**src/rtl/cam_rgb565_capture.sv**
```systemverilog
// rtl/cam_rgb565_capture.sv - OV7670-style camera bus capture, RGB565 pair assembly, RGB888 expansion
module cam_rgb565_capture #(
    parameter logic [11:0] H_ACTIVE = 12'd640,
    parameter logic [11:0] V_ACTIVE = 12'd480,
    parameter logic        VS_POL   = 1'b1,
    parameter logic        HI_FIRST = 1'b1
) (
    input  logic        clk,
    input  logic        reset_n,
    input  logic        cam_pclk,
    input  logic        cam_vs,
    input  logic        cam_hr,
    input  logic [7:0]  cam_dta,
    output logic        pix_valid,
    output logic        pix_sof,
    output logic        pix_eol,
    output logic [7:0]  pix_r,
    output logic [7:0]  pix_g,
    output logic [7:0]  pix_b,
    output logic [11:0] pix_x,
    output logic [11:0] pix_y,
    output logic        frame_done,
    output logic        line_err
);

    localparam logic [2:0] WAIT_VS   = 3'd0;
    localparam logic [2:0] WAIT_ACT  = 3'd1;
    localparam logic [2:0] LINE_IDLE = 3'd2;
    localparam logic [2:0] BYTE0     = 3'd3;
    localparam logic [2:0] BYTE1     = 3'd4;

    logic [1:0]  pclk_s;
    logic [1:0]  vs_s;
    logic [1:0]  hr_s;
    logic [7:0]  dta_s0;
    logic [7:0]  dta_s1;
    logic        pclk_prev;

    logic [2:0]  state;
    logic [11:0] x;
    logic [11:0] y;
    logic [7:0]  first;

    logic        smp;
    logic        vs_blank;
    logic        hr;
    logic [15:0] w;
    logic [11:0] x_inc;
    logic [11:0] y_inc;

    always_ff @(posedge clk or negedge reset_n) begin
        if (!reset_n) begin
            pclk_s    <= 2'b00;
            vs_s      <= 2'b00;
            hr_s      <= 2'b00;
            dta_s0    <= 8'h00;
            dta_s1    <= 8'h00;
            pclk_prev <= 1'b0;
        end else begin
            pclk_s    <= {pclk_s[0], cam_pclk};
            vs_s      <= {vs_s[0], cam_vs};
            hr_s      <= {hr_s[0], cam_hr};
            dta_s0    <= cam_dta;
            dta_s1    <= dta_s0;
            pclk_prev <= pclk_s[1];
        end
    end

    // vs/hr/data are taken from the same sync stage as pclk so a byte lines up with its strobe
    assign smp      = pclk_s[1] & ~pclk_prev;
    assign vs_blank = (vs_s[1] == VS_POL);
    assign hr       = hr_s[1];
    assign w        = HI_FIRST ? {first, dta_s1} : {dta_s1, first};
    assign x_inc    = (x == 12'hFFF) ? x : x + 12'd1;
    assign y_inc    = (y == 12'hFFF) ? y : y + 12'd1;

    always_ff @(posedge clk or negedge reset_n) begin
        if (!reset_n) begin
            state      <= WAIT_VS;
            x          <= 12'd0;
            y          <= 12'd0;
            first      <= 8'h00;
            pix_valid  <= 1'b0;
            pix_sof    <= 1'b0;
            pix_eol    <= 1'b0;
            pix_r      <= 8'h00;
            pix_g      <= 8'h00;
            pix_b      <= 8'h00;
            pix_x      <= 12'd0;
            pix_y      <= 12'd0;
            frame_done <= 1'b0;
            line_err   <= 1'b0;
        end else begin
            pix_valid  <= 1'b0;
            pix_sof    <= 1'b0;
            pix_eol    <= 1'b0;
            frame_done <= 1'b0;
            case (state)
                WAIT_VS: begin
                    if (vs_blank) state <= WAIT_ACT;
                end
                WAIT_ACT: begin
                    if (!vs_blank) begin
                        state    <= LINE_IDLE;
                        y        <= 12'd0;
                        line_err <= 1'b0;
                    end
                end
                LINE_IDLE, BYTE0, BYTE1: begin
                    // blanking aborts any partial pixel and wins over a coincident strobe
                    if (vs_blank) begin
                        if (y != 12'd0) frame_done <= 1'b1;
                        state <= WAIT_ACT;
                    end else if (smp) begin
                        case (state)
                            LINE_IDLE: begin
                                if (hr) begin
                                    first <= dta_s1;
                                    x     <= 12'd0;
                                    state <= BYTE1;
                                end
                            end
                            BYTE0: begin
                                if (hr) begin
                                    first <= dta_s1;
                                    state <= BYTE1;
                                end else begin
                                    if (x != H_ACTIVE) line_err <= 1'b1;
                                    y     <= y_inc;
                                    state <= LINE_IDLE;
                                end
                            end
                            default: begin
                                if (hr) begin
                                    if (x < H_ACTIVE && y < V_ACTIVE) begin
                                        pix_valid <= 1'b1;
                                        pix_sof   <= (x == 12'd0) && (y == 12'd0);
                                        pix_eol   <= (x == H_ACTIVE - 12'd1);
                                        pix_r     <= {w[15:11], w[15:13]};
                                        pix_g     <= {w[10:5], w[10:9]};
                                        pix_b     <= {w[4:0], w[4:2]};
                                        pix_x     <= x;
                                        pix_y     <= y;
                                    end
                                    x     <= x_inc;
                                    state <= BYTE0;
                                end else begin
                                    line_err <= 1'b1;
                                    y        <= y_inc;
                                    state    <= LINE_IDLE;
                                end
                            end
                        endcase
                    end
                end
                default: state <= WAIT_VS;
            endcase
        end
    end

endmodule

```
**config.mk**
```make
export PLATFORM = sky130hd
export DESIGN_NAME = cam_rgb565_capture
export DESIGN_NICKNAME = d
export VERILOG_FILES = /design/src/rtl/cam_rgb565_capture.sv
export SDC_FILE = /design/constraint.sdc
export NUM_CORES = 1
export LEC_CHECK = 0
export BUFFER_PORTS_ARGS = -buffer_cell sky130_fd_sc_hd__buf_2
export CELL_PAD_IN_SITES_DETAIL_PLACEMENT = 0
export CELL_PAD_IN_SITES_GLOBAL_PLACEMENT = 1
export CORE_ASPECT_RATIO = 0.75
export CORE_MARGIN = 2
export CORE_UTILIZATION = 29
export DETAILED_ROUTE_END_ITERATION = 12
export PLACE_DENSITY_LB_ADDON = 0.1
export SLEW_MARGIN = 20
export SYNTH_ARGS = -nofsm -noshare
export SYNTH_HDL_FRONTEND = slang
export SYNTH_SLANG_ARGS = --single-unit
```
**constraint.sdc**
```tcl
create_clock -name clk -period 2.75 [get_ports clk]
set_input_delay 0.275 -clock clk [delete_from_list [all_inputs] [get_ports clk]]
set_output_delay 0.275 -clock clk [all_outputs]
set_load 0.03 [all_outputs]
```
==> out/summary.md <==
In this run the post-CTS setup repair buffer count came out at 0. Once placement finished, the instance area stood at 0.00496 mm^2. The die is 112 um tall. In this run, the number of DRC markers left after iteration 0 of detailed routing was 164. The number of antenna diodes in the final layout is 0. The number of hold violations in the final report was 0; the maximum resistive drop on vdd was 0.265 mV. The logs give 0 for the DRC violation count after routing and 2 for the maximum buffer depth of the clock tree.

STA puts the critical path data arrival time at 2.52 ns. The worst hold margin came out at 0.0258 ns. Setup violations remaining at the end of the flow were counted as 0. The first detailed-routing pass took 4 iterations. In this run the core area contains 39 standard-cell rows. At the pin with the least slew margin, the transition time is 0.665 ns. Subtracting the final worst setup slack from the clock period gives 2.28 ns. The half-perimeter wire length after placement is 6.61 mm, and the maximum number of pins on one net before global-route repair is 59. For this run, asynchronously set or reset flops after synthesis account for 100%. STA puts the critical path data required time at 2.99 ns.

The ratio of final minimum period to clock period came out at 82.9%. Buffers inserted during clock tree synthesis total 9. For this run, the post-layout net count is 434. In this run the remaining antenna-violating nets after routing total 0. The net count after synthesis is 378, and the initial antenna violation count is 0. The tools report the final max-slew violation count as 0. The run finished with clean final reports. The top fanout value on the critical path was 36. Area enclosed by the die boundary: 0.0165 mm^2. In this run the tool buffered the top-level ports with 65 buffer cells. CTS placed an instance of clkbuf_16 at the clock tree root. TritonCTS built the clock tree.

The logs give 55.2% for the worst slew margin relative to its limit and 438 MHz for the highest clock frequency the design can meet. The clock-pin slew on the worst setup and hold paths was 0.07 ns; the number of flops mapped to enable cells by yosys was 0. The global route total overflow is 0, and the leakage power summed over all cells is 2.46 nW. The predominant post-synthesis flop cell is dfrtp_1. The number of different library cells used by synthesis comes to 49. The category of the critical setup timing path was flip-flop to flip-flop. In this run the mean area of a mapped cell was 12.4 um^2. 66 I/O pins were placed. The routed wirelength normalized by instance count is 15.5 um, and the share of the yosys chip area belonging to registers is 57.4%. Setup repair after global routing left no endpoint under its margin. Summed over all failing endpoints, the final setup total negative slack is 0 ns.

Global routing used 12.9% of the available tracks across all layers. In this run the cell area of the synthesized design comes to 0.00449 mm^2. The wire length of the first global-routing pass was 16.5 mm.

STA classifies the critical path startpoint as a flip-flop. The logs give 9.74 mm for the total wire length after detailed routing and 0.00525 mm^2 for the post-layout instance area. The share of cells above drive strength 1 is 31.0%, and the overall via count from detail_route is 2950. For this design, the sink count on the clock tree is 103.

The total of max-cap violations came out at 0. The via count of the first global-routing pass was 2933. For the worst-skew pair, the clock arrives at the later sink with an insertion delay of 0.35 ns. The core area came out at 0.0152 mm^2. The worst path meets setup with 0.469 ns of slack. The synthesis-to-finish area growth is 17.0%. In this run, synthesis produced a sequential element count of 103. After detailed routing, the number of vias per cell comes to 4.70. Routability-driven placement finished with a final weighted congestion of 0.788. The setup clock skew after layout is 0.00789 ns.

The path type of the worst min-delay path is input port to flip-flop. Setup slack on the worst reg-to-reg path comes out at 0.47 ns. The worst slack at placement was 0.475 ns; the number of warnings reported in the yosys synthesis log was 0. Once the floorplan was initialized, standard cells occupied 29.6% of the core. The floorplan die width works out to 148 um. The power density over the cells was 589 mW/mm^2; the H-tree depth was 3.

The critical path capture point type is a flip-flop. The run gives 361 as the count of mapped cells out of synthesis.
worst paths after layout:
check | cells past startpoint | endpoint | start
max in group asynchronous | 3 | y[6] | reset_n
max reg2reg | 5 | pix_g[2] | state[2]
min | 1 | dta_s0[6] | cam_dta[6]
min reg2reg | 0 | pclk_s[1] | pclk_s[0]
max | 5 | pix_g[2] | state[2]
min in group asynchronous | 2 | vs_s[0] | reset_n
sequential cells by signal, summed over array words and instances, names as in the netlist, 3 cells and up:
| register | flops |
|---|---|
| pix_x | 12 |
| pix_y | 12 |
| x | 12 |
| y | 12 |
| dta_s0 | 8 |
| dta_s1 | 8 |
| first | 8 |
| pix_g | 6 |
| pix_b | 5 |
| pix_r | 5 |
| state | 3 |
where the power goes:
group          leakage [nW]  switching [mW]  total (mW)  internal [mW]
clock network         0.127           0.576        1.20          0.624
registers              1.37          0.0589        1.64           1.58
logic                 0.965           0.149       0.252          0.103
total                  2.46           0.784        3.09           2.31
cells in the mapped netlist, drive strengths merged (6+ instances only):
master    n  share of area (%)
dfrtp   103                 57
mux2     43                 13
o21ai    28                3.1
buf      19                3.2
nor2     19                1.6
nand2    17                1.5
nand3    15                1.7
a21oi    14                1.8
o31ai    10                1.7
inv       8               0.67
nor2b     8                1.1
clkbuf    7               0.59
nand4     7               0.98
a31oi     6               0.84
nor4      6                1.2
per-layer routing:
layer / part of all wire, % / global-route usage, % / wire length (um)
met3: 5.7 / 4.47 / 552
met2: 41 / 17.2 / 4030
met1: 52 / 19.6 / 5050
met5: 0 / 0 / 0
met4: 1.1 / 3.85 / 103
critical path, cell delays in order (launching register included):
cell	delay, ns
dfrtp_1	0.53
nor3b_4	0.44
nand2_2	0.13
nor4_4	0.37
buf_12	0.31
mux2_1	0.36
layout by cell type (no fill, tap or decap), types with 4 or more instances in the layout:
cell type  instances
nor4_1             5
nor3_1             4
nor2b_1            8
a41oi_1            5
buf_2             64
o21ai_1            4
nand3_1           15
nor2_1            19
dfrtp_1          103
nand2b_1           5
o21ai_0           24
inv_1              8
nand2_1           16
nand4_1            7
clkbuf_16          9
ha_1               4
mux2_4            30
mux2_1             5
a21oi_1           13
a31oi_1            6
mux2_2             8
o31ai_1           10
layout make-up:
class                   instances  area, um^2
clock buffers                  11         233
inverters                       8        30.0
flip-flops and latches        103        2580
clock inverters                 5        41.3
fillers                      1544        9920
well taps                     205         256
repair buffers                 71         403
multi-input cells             224        1710
per-stage QoR:
step	cells	power, mW	util, %
after global routing	627	3.27	34.6
after global placement	609	1.93	32.7
after floorplan	361	1.82	-
after CTS	626	3.17	34.5
after detailed placement	609	1.93	32.7
final	627	3.09	34.6
logic make-up (layout without fill, tap and decap cells):
group | after synthesis | count (layout) | synth area share (%)
AO/OA/AOI/OAI | 75 | 75 | 10.6
XOR/XNOR | 1 | 1 | 0.195
AND/OR/NAND/NOR | 101 | 101 | 13.0
flip-flops | 103 | 103 | 57.4
multiplexers | 43 | 43 | 13.3
adder cells (fa/ha/maj) | 4 | 4 | 1.12
buffers and inverters | 34 | 95 | 4.43
timing repair:
action                                 CTS  global route
endpoints found under the hold margin   45             1
hold buffers                             1             1
resized for setup                        0             0
No activity file was read; power rests on OpenSTA's default activity.
